$ cat src/rtl/cdc_bus_sync.sv
// cdc_bus_sync: destination-domain synchroniser for a multi-bit bus that is
// qualified by a single enable line from another clock domain. Only the
// enable crosses through a flip-flop chain. A registered edge detector then
// captures the bus, which the source holds stable, and issues a one-cycle
// strobe. A wrapping transfer counter is kept for debug.
//
// Parameters:
//   NUM_STAGES  enable synchroniser depth (2..8)
//   BUS_WIDTH   width of the synchronised bus
//   ENABLE_MODE 0 = rising edge of bus_enable is a transfer, 1 = any change
//   CNT_WIDTH   width of the transfer counter
// Ports:
//   clk           destination-domain clock
//   rst           asynchronous active-low reset
//   unsync_bus    source-domain data, stable while a transfer is pending
//   bus_enable    source-domain transfer qualifier, unsynchronised
//   sync_bus      captured data, holds between transfers (registered)
//   enable_pulse  one-cycle strobe in the cycle sync_bus takes new data (registered)
//   xfer_count    transfers captured since reset, wraps (registered)
module cdc_bus_sync #(
   parameter int unsigned NUM_STAGES  = 2,
   parameter int unsigned BUS_WIDTH   = 8,
   parameter int unsigned ENABLE_MODE = 0,
   parameter int unsigned CNT_WIDTH   = 8
) (
   input  logic                 clk,
   input  logic                 rst,
   input  logic [BUS_WIDTH-1:0] unsync_bus,
   input  logic                 bus_enable,
   output logic [BUS_WIDTH-1:0] sync_bus,
   output logic                 enable_pulse,
   output logic [CNT_WIDTH-1:0] xfer_count
);

   // Reject illegal configurations at elaboration.
   if (NUM_STAGES < 2 || NUM_STAGES > 8) begin : g_bad_stages
      $error("cdc_bus_sync: NUM_STAGES must be in 2..8");
   end
   if (ENABLE_MODE > 1) begin : g_bad_mode
      $error("cdc_bus_sync: ENABLE_MODE must be 0 or 1");
   end

   logic [NUM_STAGES-1:0] sync_q, sync_d;
   logic                  en_prev_q, en_prev_d;
   logic [BUS_WIDTH-1:0]  bus_q, bus_d;
   logic                  pulse_q, pulse_d;
   logic [CNT_WIDTH-1:0]  cnt_q, cnt_d;
   logic                  en_s_c;
   logic                  edge_c;

   // Next-state: shift the enable through the chain, detect the event, capture.
   always_comb begin
      sync_d    = {sync_q[NUM_STAGES-2:0], bus_enable};
      en_s_c    = sync_q[NUM_STAGES-1];
      en_prev_d = en_s_c;
      bus_d     = bus_q;
      cnt_d     = cnt_q;
      pulse_d   = 1'b0;
      if (ENABLE_MODE == 1) begin
         edge_c = en_s_c ^ en_prev_q;
      end else begin
         edge_c = en_s_c & ~en_prev_q;
      end
      if (edge_c) begin
         bus_d   = unsync_bus;
         pulse_d = 1'b1;
         cnt_d   = cnt_q + CNT_WIDTH'(1);
      end
   end

   // State registers; reset discards any transfer still in the chain.
   always_ff @(posedge clk or negedge rst) begin
      if (!rst) begin
         sync_q    <= '0;
         en_prev_q <= 1'b0;
         bus_q     <= '0;
         pulse_q   <= 1'b0;
         cnt_q     <= '0;
      end else begin
         sync_q    <= sync_d;
         en_prev_q <= en_prev_d;
         bus_q     <= bus_d;
         pulse_q   <= pulse_d;
         cnt_q     <= cnt_d;
      end
   end

   assign sync_bus     = bus_q;
   assign enable_pulse = pulse_q;
   assign xfer_count   = cnt_q;

endmodule

$ cat config.mk
export PLATFORM = sky130hd
export DESIGN_NAME = cdc_bus_sync
export DESIGN_NICKNAME = d
export VERILOG_FILES = /design/src/rtl/cdc_bus_sync.sv
export SDC_FILE = /design/constraint.sdc
export NUM_CORES = 1
export LEC_CHECK = 0
export CAP_MARGIN = 40
export CELL_PAD_IN_SITES_DETAIL_PLACEMENT = 1
export CELL_PAD_IN_SITES_GLOBAL_PLACEMENT = 1
export CORE_MARGIN = 3
export CORE_UTILIZATION = 33
export DETAILED_ROUTE_END_ITERATION = 7
export HOLD_SLACK_MARGIN = 0.03
export PLACE_DENSITY = 0.73
export SYNTH_ARGS = -nofsm -noshare
export SYNTH_HDL_FRONTEND = slang
export SYNTH_SLANG_ARGS = --single-unit
export TNS_END_PERCENT = 50
$ cat constraint.sdc
create_clock -name clk -period 1.4 [get_ports clk]
set_clock_uncertainty 0.05 [all_clocks]
set_input_delay 0.28 -clock clk [delete_from_list [all_inputs] [get_ports clk]]
set_output_delay 0.28 -clock clk [all_outputs]
set_load 0.005 [all_outputs]
==> flow_summary.ini, run 1 <==
[synth]
ys_seq_elements = 20
ys_types = 11
synth_cells = 47
syn_area_sq_um = 754
synth_seq_area_share_pct = 66.3
syn_nets = 59
yosys_warnings = 0
synth.avg_cell_area_sq_um = 16.1

[power_and_ir_drop]
leakage_nw = 0.533
power.density_nw_per_um2 = 1400
ir_worst_vdd_uv = 629
finalPower_mw = 1.56

[routing]
drt_wl_total_mm = 1.39
drtIter0Drc = 1
via_per_inst = 4.66
dr.pass1.iters = 2
postRouteAntennaNets = 0
vias = 527
drc_errors = 0
wl_per_cell_microns = 12.3

[sta]
min_period_ns = 1.29
fmax_ghz = 0.778
setup_viol = 0
slew_viol_final = 0
max_slew.worst_pin.slew_ns = 0.360
rsz0062_at_grt = false
finalHoldViolCount = 0
post-route-period-util_pct = 91.8
max_slew_margin_pct = 75.9
fin_setup_tns_ns = 0
setup_slack_ns = 0.115
whs_ns = 0.284

[placement]
place_congestion = 0.667
io_buffers = 27
dp_slack_ns = 0.104
place_hpwl_mm = 1.00

[flow_run]
max-cap-violations = 0

[die]
core_area_sq_um = 2060
die_h_microns = 53.8
start_util_pct = 36.6
io_pins = 28
num_rows = 16
die-area_sq_um = 2900
die_w_microns = 53.8

[clock_network]
clkLatencyLatePin_ns = 0.28
path_clk_slew_ns = 0.10
cts_tree = built
cts-root-buf = clkbuf_4
clk_path_buf_depth = 2
hold_buffers = 0
htree_levels = 1
numClockSinks = 20
cts_inserted_buffers = 3

[final_layout]
mostFrequentLayoutCells = 20 x dfrtp_1, 17 x dlygate4sd2_1, 10 x clkdlybuf4s50_1, 10 x buf_4, 9 x mux2_2
areaGrowthSynthToFinish_pct = 48.4
fill_cells = 224
drive_gt1_share_pct = 27.9
num_antenna_cells = 0
finalCoreUtilization_pct = 54.3
fin_nets = 100
final_common_cell = dfrtp_1

[outcome]
status = completed

[critical_path]
cp_slowest_cell = dfrtp_1
startpoint = xfer_count[2]
reg2reg_from = en_prev_q
cp_num_buf_inv = 1
path_cells = dlygate4sd2_1
crit_arrival_ns = 0.96
required_ns = 1.07
crit_path_start_kind = flop
slowest_delay_ns = 0.41
crit_fanout = 2
crit_path_end_kind = output port
crit_type = flop to output port
cp_top_family = flip-flops

[global_routing]
antenna_found_initial = 0
grt_pass1_vias = 592
grt_overflow = 0
grt_usage_pct = 11.7
grt_max_degree = 21
grt_pass1_wl_mm = 2.43

[min_path]
hp-class = input pin to asynchronous set/reset pin
==> Yosys cell counts <==
library cell | count | area share [%]
xnor2_1 | 6 | 7.0
nand4_1 | 4 | 3.3
mux2_2 | 9 | 13
nor2b_4 | 1 | 1.8
ha_1 | 1 | 1.7
buf_8 | 1 | 2.0
and3_1 | 1 | 0.83
and4b_2 | 1 | 1.5
dfrtp_1 | 20 | 66
xor2_1 | 1 | 1.2
nand2_1 | 2 | 1.0
==> registers in the layout, indices dropped and copies added (netlist names) <==
signal        count
en_prev_q         1
sync_bus          8
enable_pulse      1
sync_q            2
xfer_count        8
==> stage by stage <==
step	instances	cell area, sq um
6_report	113	1120
5_1_grt	113	1120
4_1_cts	113	1120
3_5_place_dp	102	1060
3_3_place_gp	102	1060
2_1_floorplan	47	754
==> kinds of logic after synthesis <==
group	share of synthesized area (%)
flip-flops	66.3
buffers and inverters	1.99
multiplexers	13.4
adder cells (fa/ha/maj)	1.66
AND/OR/NAND/NOR	8.46
XOR/XNOR	8.13
==> repair_timing <==
| action | in CTS | in global routing |
|---|---|---|
| buffers inserted | 8 | 0 |
| endpoints found under the setup margin | 17 | 0 |
| resized for setup | 17 | 0 |
==> per-layer routing <==
metal | vias to the layer above | GRT usage, % | routed length, microns
met5 | - | 0 | 0
met4 | 0 | 2.55 | 8
met2 | 23 | 21.2 | 672
met3 | 2 | 4.43 | 122
met1 | 257 | 13.0 | 584
li1 | 245 | - | -
==> worst paths after layout <==
path | endpoint | slack (ns) | cells past startpoint
max reg2reg | sync_bus[4] | 0.11 | 2
min | xfer_count[0] | 0.28 | 2
max | xfer_count[2] | 0.11 | 1
min reg2reg | sync_q[1] | 0.32 | 0
max in group asynchronous | en_prev_q | 0.81 | 2
min in group clk | sync_q[1] | 0.32 | 0
==> where the power goes <==
group / total [mW] / internal, mW / switching, mW / leakage (nW)
Clock: 0.248 / 0.0996 / 0.149 / 0.0138
Combinational: 0.560 / 0.342 / 0.217 / 0.275
Sequential: 0.754 / 0.696 / 0.0587 / 0.244
Total: 1.56 / 1.14 / 0.425 / 0.533
==> final cells by class <==
class	count	area [sq um]	share of cell area, %
sequential	20	500	44.7
timing repair buffer	37	324	28.9
multi-input combinational	26	239	21.3
tap	27	33.8	3.02
clock buffer	3	22.5	2.01
Power figures use the tool's default switching activity.
==> run 2, diff against run 1 <==
--- a/config.mk
+++ b/config.mk
@@ -9,10 +9,12 @@
 export CELL_PAD_IN_SITES_DETAIL_PLACEMENT = 1
 export CELL_PAD_IN_SITES_GLOBAL_PLACEMENT = 1
 export CORE_MARGIN = 3
-export CORE_UTILIZATION = 33
+export CORE_UTILIZATION = 46
 export DETAILED_ROUTE_END_ITERATION = 7
+export DONT_BUFFER_PORTS = 1
 export HOLD_SLACK_MARGIN = 0.03
-export PLACE_DENSITY = 0.73
+export PLACE_DENSITY = 0.71
+export RECOVER_POWER = 50
 export SYNTH_ARGS = -nofsm -noshare
 export SYNTH_HDL_FRONTEND = slang
 export SYNTH_SLANG_ARGS = --single-unit
==> flow_summary.ini, run 2 (synthesis results as in run 1) <==
[outcome]
status = completed

[die]
start_util_pct = 53.3
num_rows = 13
die_h_microns = 46.5
core_area_sq_um = 1420
io_pins = 28
die-area_sq_um = 2160
die_w_microns = 46.5

[final_layout]
final_common_cell = dfrtp_1
regArea_sq_um = 500
num_antenna_cells = 0
mostFrequentLayoutCells = 20 x dfrtp_1, 9 x mux2_2, 6 x xnor2_1, 4 x nand4_1, 3 x clkbuf_4
fill_cells = 138
fin_nets = 65
finalCoreUtilization_pct = 56.5
areaGrowthSynthToFinish_pct = 5.97
drive_gt1_share_pct = 25.5
multi_input_comb_area_sq_um = 238
fin_area_sq_um = 800

[global_routing]
grt_usage_pct = 14.5
grt_pass1_wl_mm = 2.08
grt_pass1_vias = 451
antenna_found_initial = 0
grt_max_degree = 21
grt_overflow = 0

[placement]
place_congestion = 0.725
io_buffers = 0
placed_area_sq_um = 758
dp_slack_ns = 0.118
place_hpwl_microns = 995

[sta]
finalHoldViolCount = 0
max_slew_margin_pct = 44.2
fin_setup_tns_ns = 0
post-route-period-util_pct = 90.9
fmax_ghz = 0.786
setup_slack_ns = 0.127
rsz0062_at_grt = false
max_slew.worst_pin.slew_ns = 0.834
slew_viol_final = 0
min_period_ns = 1.27
setup_viol = 0

[power_and_ir_drop]
cell_internal_pwr_uw = 906
seqPwrFrac_pct = 65.9
ir_worst_vdd_uv = 724
sw_frac_of_total_pct = 30.1
comb_power_share_pct = 14.2
pwr-share-clk_pct = 19.9
switching_power_uw = 390
leakage_nw = 0.349
power.density_nw_per_um2 = 1620

[clock_network]
clk_path_buf_depth = 2
htree_levels = 1
ctsResizeCount = 0
cts_inserted_buffers = 3
path_clk_slew_ns = 0.10
cts_tree = built
clkLatencyLatePin_ns = 0.29
cts-root-buf = clkbuf_4
hold_buffers = 2
cts_setup_buffers = 0
numClockSinks = 20

[routing]
vias = 391
drtIter0Drc = 5
wl_per_cell_microns = 19.7
via_per_inst = 5.92
dr.pass1.iters = 2
postRouteAntennaNets = 0
drt_wl_total_mm = 1.30
drc_errors = 0

[critical_path]
path_cells = nor2b_4 > mux2_2
required_ns = 1.53
crit_path_end_kind = flop
crit_path_start_kind = flop
slowest_delay_ns = 0.42
crit_arrival_ns = 1.40
cp_slowest_cell = dfrtp_1
crit_type = flop to flop
crit_fanout = 13

[flow_run]
max-cap-violations = 0

[min_path]
hp-class = input pin to flop
run 2: cell types whose count changed in the layout (fill, tap and decap cells not counted), sizes merged:
cell / previous run / this run
buf: 10 / 0
clkdlybuf4s50: 10 / 0
dlygate4sd2: 17 / 0
dlygate4sd3: 0 / 2
run 2: power groups by stage:
stage,sequential [mW],clock [mW],combinational [mW]
finish,0.854,0.257,0.184
global route,0.881,0.295,0.206
CTS,0.861,0.270,0.190
detailed placement,0.872,0,0.174
global placement,0.860,0,0.158
floorplan,0.824,0,0.151
run 2: worst max-delay path, delay by kind of cell (launching register included):
kind | cells | cell delay [ns]
flip-flops | 1 | 0.42
AND/OR/NAND/NOR | 1 | 0.32
multiplexers | 1 | 0.38
run 2: worst paths after layout:
| path | start | end | slack (ns) | cells past startpoint |
|---|---|---|---|---|
| setup / recovery | en_prev_q | sync_bus[6] | 0.13 | 2 |
| hold / removal | unsync_bus[5] | sync_bus[5] | 0.08 | 1 |
| hold reg to reg | sync_q[0] | sync_q[1] | 0.31 | 0 |
| min in group asynchronous | rst | xfer_count[4] | 0.47 | 1 |
| setup reg to reg | en_prev_q | sync_bus[6] | 0.13 | 2 |
| max in group asynchronous | rst | xfer_count[2] | 0.31 | 1 |
run 2: area by class of cell:
| cell class | count | area share (%) |
|---|---|---|
| clock buffer | 3 | 2.82 |
| multi-input combinational | 26 | 29.7 |
| sequential | 20 | 62.6 |
| timing repair buffer | 2 | 2.50 |
| tap | 15 | 2.35 |
run 2: layer usage:
| layer | track usage [%] | wire length (microns) | vias to the layer above |
|---|---|---|---|
| li1 | - | - | 172 |
| met4 | 8.52 | 15 | 0 |
| met2 | 23.9 | 653 | 26 |
| met1 | 12.6 | 436 | 191 |
| met3 | 10.2 | 193 | 2 |
| met5 | 0 | 0 | - |
run 2: per-stage QoR:
step / hold slack (ns) / power, mW / cells
CTS: 0.0717 / 1.32 / 66
floorplan: -0.0656 / 0.975 / 47
detailed placement: -0.0651 / 1.05 / 61
finish: 0.0824 / 1.30 / 66
global placement: -0.0651 / 1.02 / 61
global route: 0.0587 / 1.38 / 66
==> run 3, diff against run 2 <==
--- a/config.mk
+++ b/config.mk
@@ -9,12 +9,13 @@
 export CELL_PAD_IN_SITES_DETAIL_PLACEMENT = 1
 export CELL_PAD_IN_SITES_GLOBAL_PLACEMENT = 1
 export CORE_MARGIN = 3
-export CORE_UTILIZATION = 46
+export CORE_UTILIZATION = 41
 export DETAILED_ROUTE_END_ITERATION = 7
 export DONT_BUFFER_PORTS = 1
 export HOLD_SLACK_MARGIN = 0.03
-export PLACE_DENSITY = 0.71
+export PLACE_DENSITY = 0.67
 export RECOVER_POWER = 50
+export SLEW_MARGIN = 20
 export SYNTH_ARGS = -nofsm -noshare
 export SYNTH_HDL_FRONTEND = slang
 export SYNTH_SLANG_ARGS = --single-unit
==> constraint.sdc (replaced) <==
create_clock -name clk -period 1.08 [get_ports clk]
set_clock_uncertainty 0.05 [all_clocks]
set_input_delay 0.216 -clock clk [delete_from_list [all_inputs] [get_ports clk]]
set_output_delay 0.216 -clock clk [all_outputs]
set_load 0.005 [all_outputs]
==> flow_summary.ini, run 3 (synthesis results as in run 1) <==
[clock_network]
cts-root-buf = clkbuf_4
htree_levels = 1
clk_path_buf_depth = 2
clkLatencyLatePin_ns = 0.29
cts_tree = built
numClockSinks = 20
cts_inserted_buffers = 3
path_clk_slew_ns = 0.10

[placement]
dp_slack_ns = -0.103
placed_area_sq_um = 872
place_hpwl_mm = 1.24
place_congestion = 0.722
io_buffers = 0

[min_path]
hp-class = input pin to asynchronous set/reset pin

[routing]
vias = 486
postRouteAntennaNets = 0
dr.pass1.iters = 2
drt_wl_total_mm = 1.79
via_per_inst = 5.06
drtIter0Drc = 1
drc_errors = 0
wl_per_cell_microns = 18.6

[critical_path]
rr_endpoint = xfer_count[7]
crit_path_start_kind = flop
crit_fanout = 4
crit_arrival_ns = 1.36
startpoint = en_prev_q
reg2reg_from = en_prev_q
crit_path_end_kind = flop
crit_type = flop to flop
rr_worst_depth = 3
required_ns = 1.21
rrSetupSlack_ns = -0.15

[global_routing]
grt_overflow = 0
grt_usage_pct = 16.6
antenna_found_initial = 0
grt_pass1_wl_mm = 2.97
grt_pass1_vias = 577
grt_max_degree = 21

[sta]
finalHoldViolCount = 0
whs_ns = 0.149
fmax_ghz = 0.812
post-route-period-util_pct = 114
max_slew_margin_pct = 74.0
fin_setup_tns_ns = -1.86
setup_viol = 19
rsz0062_at_grt = true
min_period_ns = 1.23
setup_slack_ns = -0.152
slew_viol_final = 0
max_slew.worst_pin.slew_ns = 0.390

[die]
start_util_pct = 46.8
num_rows = 14
io_pins = 28
die_h_microns = 48.9
core_area_sq_um = 1610
die_w_microns = 48.9
die-area_sq_um = 2390

[outcome]
status = finished with violations
violations = setup timing

[final_layout]
fin_nets = 86
areaGrowthSynthToFinish_pct = 43.4
num_antenna_cells = 0
final_common_cell = dfrtp_1
fin_area_sq_um = 1080
drive_gt1_share_pct = 41.7
mostFrequentLayoutCells = 20 x dfrtp_1, 10 x dlygate4sd3_1, 9 x mux2_4, 9 x buf_6, 6 x xnor2_1
finalCoreUtilization_pct = 67.2

[power_and_ir_drop]
leakage_nw = 0.491
ir_worst_vdd_uv = 1110
power.density_nw_per_um2 = 2000

[flow_run]
max-cap-violations = 0
[run 3: layout make-up]
type                            count  area [sq um]
Clock buffer                        3          22.5
Fill cell                         154           529
Multi-Input combinational cell     26           288
Sequential cell                    20           500
Tap cell                           24          30.0
Timing Repair Buffer               23           241
[run 3: layer usage]
metal / GRT usage [%] / vias up / routed length [microns]
li1: - / 213 / -
met1: 16.4 / 245 / 675
met2: 31.2 / 24 / 990
met3: 3.98 / 4 / 88
met4: 9.00 / 0 / 33
met5: 0 / - / 0
[run 3: worst max-delay path: stages (launching register included)]
cell	delay, ns
dfrtp_1	0.43
and4b_2	0.35
nand4_1	0.14
xnor2_1	0.16
[run 3: metrics by stage]
stage          cells  power [mW]
2_1_floorplan     47        1.30
3_3_place_gp      79        1.54
3_5_place_dp      79        1.61
4_1_cts           95        2.13
5_1_grt           96        2.30
6_report          96        2.17
[run 3: worst max path at each step]
stage	end	slack, ns	depth (start not counted)
3_3_place_gp	sync_bus[7]	-0.07	3
5_1_grt	xfer_count[7]	-0.22	5
4_1_cts	xfer_count[0]	-0.13	2
3_5_place_dp	sync_bus[1]	-0.10	3
6_report	xfer_count[7]	-0.15	3
2_1_floorplan	sync_bus[2]	-0.08	3
[run 3: report_power, final]
part / leakage (nW) / switching [mW] / internal [mW]
clock network: 0.0138 / 0.200 / 0.130
registers: 0.244 / 0.170 / 0.903
logic: 0.234 / 0.281 / 0.483
total: 0.491 / 0.651 / 1.52
[run 3: repair_timing]
item,in CTS,in global routing
buffers inserted,3,0
hold buffers,10,0
resized for setup,11,4
hold endpoints to repair,29,0
endpoints found under the setup margin,20,21
pin swaps,2,3
